## src/rtl/bin2bcd_seq_ctrl.sv

```systemverilog
// bin2bcd_seq_ctrl: sequential shift-and-add-3 (double-dabble) binary-to-BCD
// converter. One add-3 stage is reused over WIDTH cycles.
//   clk, rst_n       : clock, asynchronous active-low reset
//   start, binary    : conversion request and operand (captured when ready=1)
//   ready, busy      : idle / converting status, decoded from state (registered)
//   done             : one-cycle pulse when hundreds/tens/ones hold a new result
//   hundreds/tens/ones : registered BCD digits, held until the next completion
module bin2bcd_seq_ctrl #(
  parameter int unsigned WIDTH = 8
) (
  input  logic             clk,
  input  logic             rst_n,
  input  logic             start,
  input  logic [WIDTH-1:0] binary,
  output logic             ready,
  output logic             busy,
  output logic             done,
  output logic [3:0]       hundreds,
  output logic [3:0]       tens,
  output logic [3:0]       ones
);

  localparam int unsigned BCD_W = 12;
  localparam int unsigned SR_W  = BCD_W + WIDTH;
  localparam int unsigned CNT_W = 4;

  typedef enum logic {IDLE, CONV} state_t;

  state_t            state, state_n;
  logic [SR_W-1:0]   sreg, sreg_n, sreg_adj, sreg_shl;
  logic [CNT_W-1:0]  cnt, cnt_n;
  logic              ready_n, busy_n, done_n;
  logic [3:0]        hundreds_n, tens_n, ones_n;

  // Add-3 correction on each BCD nibble >= 5, then the combined shift.
  always_comb begin
    sreg_adj = sreg;
    for (int i = 0; i < 3; i++) begin
      if (sreg[WIDTH + 4*i +: 4] >= 4'd5)
        sreg_adj[WIDTH + 4*i +: 4] = sreg[WIDTH + 4*i +: 4] + 4'd3;
    end
    sreg_shl = {sreg_adj[SR_W-2:0], 1'b0};
  end

  // Next-state and registered-output logic.
  always_comb begin
    state_n    = state;
    sreg_n     = sreg;
    cnt_n      = cnt;
    done_n     = 1'b0;
    hundreds_n = hundreds;
    tens_n     = tens;
    ones_n     = ones;
    unique case (state)
      IDLE: begin
        if (start) begin
          sreg_n  = SR_W'(binary);
          cnt_n   = '0;
          state_n = CONV;
        end
      end
      CONV: begin
        sreg_n = sreg_shl;
        cnt_n  = cnt + CNT_W'(1);
        if (cnt == CNT_W'(WIDTH - 1)) begin
          hundreds_n = sreg_shl[SR_W-1 -: 4];
          tens_n     = sreg_shl[SR_W-5 -: 4];
          ones_n     = sreg_shl[SR_W-9 -: 4];
          done_n     = 1'b1;
          state_n    = IDLE;
        end
      end
      default: state_n = IDLE;
    endcase
    ready_n = (state_n == IDLE);
    busy_n  = (state_n == CONV);
  end

  // State and output registers.
  always_ff @(posedge clk or negedge rst_n) begin
    if (!rst_n) begin
      state    <= IDLE;
      sreg     <= '0;
      cnt      <= '0;
      ready    <= 1'b1;
      busy     <= 1'b0;
      done     <= 1'b0;
      hundreds <= 4'd0;
      tens     <= 4'd0;
      ones     <= 4'd0;
    end else begin
      state    <= state_n;
      sreg     <= sreg_n;
      cnt      <= cnt_n;
      ready    <= ready_n;
      busy     <= busy_n;
      done     <= done_n;
      hundreds <= hundreds_n;
      tens     <= tens_n;
      ones     <= ones_n;
    end
  end

endmodule

```

## config.mk

```make
export PLATFORM = sky130hd
export DESIGN_NAME = bin2bcd_seq_ctrl
export DESIGN_NICKNAME = d
export VERILOG_FILES = /design/src/rtl/bin2bcd_seq_ctrl.sv
export SDC_FILE = /design/constraint.sdc
export NUM_CORES = 1
export LEC_CHECK = 0
export ABC_AREA = 1
export ABC_CLOCK_PERIOD_IN_PS = 2400
export BUFFER_PORTS_ARGS = -buffer_cell sky130_fd_sc_hd__buf_2
export CORE_MARGIN = 2
export CORE_UTILIZATION = 36
export CTS_CLUSTER_SIZE = 12
export DETAILED_ROUTE_END_ITERATION = 12
export PLACE_DENSITY = 0.52
export RECOVER_POWER = 50
export SYNTH_ARGS = -nofsm -noshare
export SYNTH_HDL_FRONTEND = slang
export SYNTH_SLANG_ARGS = --single-unit
export TNS_END_PERCENT = 30
```

## constraint.sdc

```tcl
create_clock -name clk -period 2.4 [get_ports clk]
set_clock_uncertainty 0.2 [all_clocks]
set_input_delay 0.24 -clock clk [delete_from_list [all_inputs] [get_ports clk]]
set_output_delay 0.24 -clock clk [all_outputs]
set_load 0.02 [all_outputs]
```

==> results.md <==
* First-pass GRT wire length at 6730 microns
* Placed Area at 2020 sq um
* Share of cells above drive strength 1 at 10.9%
* Cell Pwr Density at 1380 nW/um^2
* Slew @ Worst Pin at 0.981 ns
* Number of global-route vias before repair at 1391
* Core Rows at 26
* MaxCap Viol Count at 0
* GRT overflow at 0
* CTS Buf Count at 5
* Register area share after synthesis at 53.0%
* Clock buffer depth at 2
* Crit path kind: register to output port
* Count leader, synth: nand2_1
* Post-synth ARST share at 100%
* IO buf count at 25
* Synth unique cells at 23
* Ys flop type: dfrtp_1
* Routability cong. at 0.737
* Iteration-0 DRC Markers at 83
* Unrepaired setup endpoints after global routing: no
* Worst relative slew slack at 34.6%
* Logic pwr share at 43.9%
* Worst path max stage delay at 0.49 ns
* Crit-path cells: clkbuf_2, buf_2
* Syn Nets at 228
* Final Util at 43.9%
* Fill cell count at 532
* Outcome: finished, final reports clean
* Antenna diodes at 0
* Fin crit share at 77.3%
* I/O Pins at 26
* CP arrival at 1.42 ns
* Largest net degree at the start of global routing at 40
* Slowest stage cell, crit path: clkbuf_2
* Worst setup SP type: register
* Crit path time final at 1.86 ns
* Synth Warn # at 0
* HP Class: primary input to register
* Die width at 75.6 microns
* Maximum VDD drop at 0.414 mV
* Initial antenna violation count at 0
* Switching share of power at 43.6%
* Top cell type's share of synthesized area at 51.6%
* Top cell type by total area after synthesis: dfrtp_1
* Clk Latency, worst-skew pair at 0.29 ns
* CTS tree: done
* CP delay by family, top: buffers and inverters
* WP buf/inv at 2
* Register bit total from synthesis at 39
* Detailed Routing Iterations Pass 1 at 4
* Slew Viols, Final at 0
* Max Fanout on Critical Path at 20
* Syn avg cell area at 8.78 sq um
* Post-Syn Area at 1840 sq um
* Final HPWL from detailed placement at 2480 microns
* Sequential power share at 37.9%
* CORE AREA at 5010 sq um
* Final ANT Viol Nets at 0
* Root Buffer: clkbuf_8
* Starting Density at 36.8%
* Clock-pin slew on the worst setup and hold paths at 0.08 ns
* Final-report setup violation count at 0
* Die H at 75.6 microns
* Setup Total Neg Slack at 0 ns
* Synth cell count leaders: nand2_1 (74), dfrtp_1 (38), nand3_1 (26), inv_1 (17), o21ai_0 (8)
* Vias at 1468
* CP required at 1.96 ns
* Net switching power at 1.33 mW
* H-tree depth at 2
* Postcts setup bufs at 0
* Final #Nets at 265
* Final wirelength at 3830 microns
* CP Capture Type: output port
* F_max at 539 MHz
* CTS sink cnt at 39
* Syn Inst Count at 210
* Number of enable flip-flop cells after synthesis at 0
* Die ar. at 5710 sq um
* Area Growth Syn to Fin at 19.3%
* LEAKAGE at 1.12 nW
* Vias/cell at 4.62
* Hold Fails Final Rpt at 0
* P_int at 1.72 mW
* GRT Total Usage at 15.8%
* Clk network pwr share at 18.2%
* Top post-synthesis cells by area: dfrtp_1 (52%), nand2_1 (15%), nand3_1 (7.1%)
* Number of remaining DRC errors at 0
* DR WL/cell at 12.0 microns
* Final instance area at 2200 sq um
==> final timing paths <==
check	from	to	slack, ns	depth (start not counted)
max in group asynchronous	rst_n	sreg[4]	0.96	2
hold reg to reg	hundreds[0]	hundreds[0]	0.28	2
min in group asynchronous	rst_n	tens[0]	0.44	2
hold / removal	start	sreg[14]	0.12	4
setup reg to reg	state	sreg[15]	0.57	4
setup / recovery	state	busy	0.54	2
==> metal layers <==
layer | vias to the layer above | share of wire (%) | global-route usage, %
li1 | 758 | - | -
met1 | 680 | 50 | 22.0
met3 | 5 | 3.8 | 3.97
met5 | - | 0 | 0
met4 | 0 | 1.4 | 5.46
met2 | 25 | 45 | 24.2
==> per-stage QoR <==
stage	setup WS (ns)	total power [mW]	std cells	hold WS, ns
2_1_floorplan	1.02	2.18	210	-0.256
4_1_cts	0.587	3.11	318	0.110
3_3_place_gp	0.637	2.52	301	0.218
6_report	0.545	3.04	318	0.117
3_5_place_dp	0.606	2.52	301	0.216
5_1_grt	0.334	3.35	318	0.127
==> flip-flops by register name, indices dropped and copies added (netlist names) <==
register,count
ready,1
state,1
ones,4
done,1
tens,4
cnt,4
hundreds,4
sreg,20
==> area by class of cell <==
class | count | area [sq um] | area share, %
clock buffers | 5 | 68.8 | 3.13
well taps | 70 | 87.6 | 3.98
flip-flops and latches | 39 | 977 | 44.4
inverters | 21 | 78.8 | 3.58
clock inverters | 3 | 43.8 | 1.99
repair buffers | 35 | 203 | 9.21
multi-input cells | 145 | 742 | 33.7
==> worst min-delay path, stage by stage <==
cell and delay, ns:
buf_2 0.15, nor2_8 0.08, nand2_1 0.06, nand2_1 0.04
==> power groups by stage <==
stage          combinational [mW]  sequential (mW)  clock (mW)
6_report                     1.34             1.15       0.555
2_1_floorplan               0.927             1.25           0
3_5_place_dp                 1.36             1.16           0
3_3_place_gp                 1.36             1.16           0
5_1_grt                      1.56             1.19       0.602
4_1_cts                      1.39             1.15       0.575
==> cells in the final DEF, fill, tap and decap left out, types with 5 or more instances in the layout <==
| cell | netlist | routed |
|---|---|---|
| o21ai_0 | 8 | 8 |
| inv_1 | 17 | 19 |
| nand3_1 | 26 | 26 |
| nand4_1 | 6 | 6 |
| clkbuf_1 | 0 | 14 |
| dlygate4sd3_1 | 0 | 9 |
| dfrtp_1 | 38 | 38 |
| ha_1 | 7 | 7 |
| buf_2 | 1 | 10 |
| nor2_1 | 6 | 6 |
| nand2_1 | 74 | 74 |
| clkbuf_8 | 0 | 5 |
==> cells by family (layout without fill, tap and decap cells) <==
| logic type | Yosys count | count (layout) | synth area share (%) |
|---|---|---|---|
| compound gates | 22 | 22 | 7.19 |
| fa+ha+maj | 7 | 7 | 4.75 |
| buf+inv | 26 | 64 | 6.78 |
| flops | 39 | 39 | 53.0 |
| simple gates | 116 | 116 | 28.3 |
==> repair_timing <==
| item | in CTS | in global routing |
|---|---|---|
| setup endpoints to repair | 0 | 0 |
| hold buffers | 9 | 0 |
| hold endpoints to repair | 46 | 0 |
| resized for setup | 0 | 0 |
Note: power is estimated with default switching activity, not from simulation.
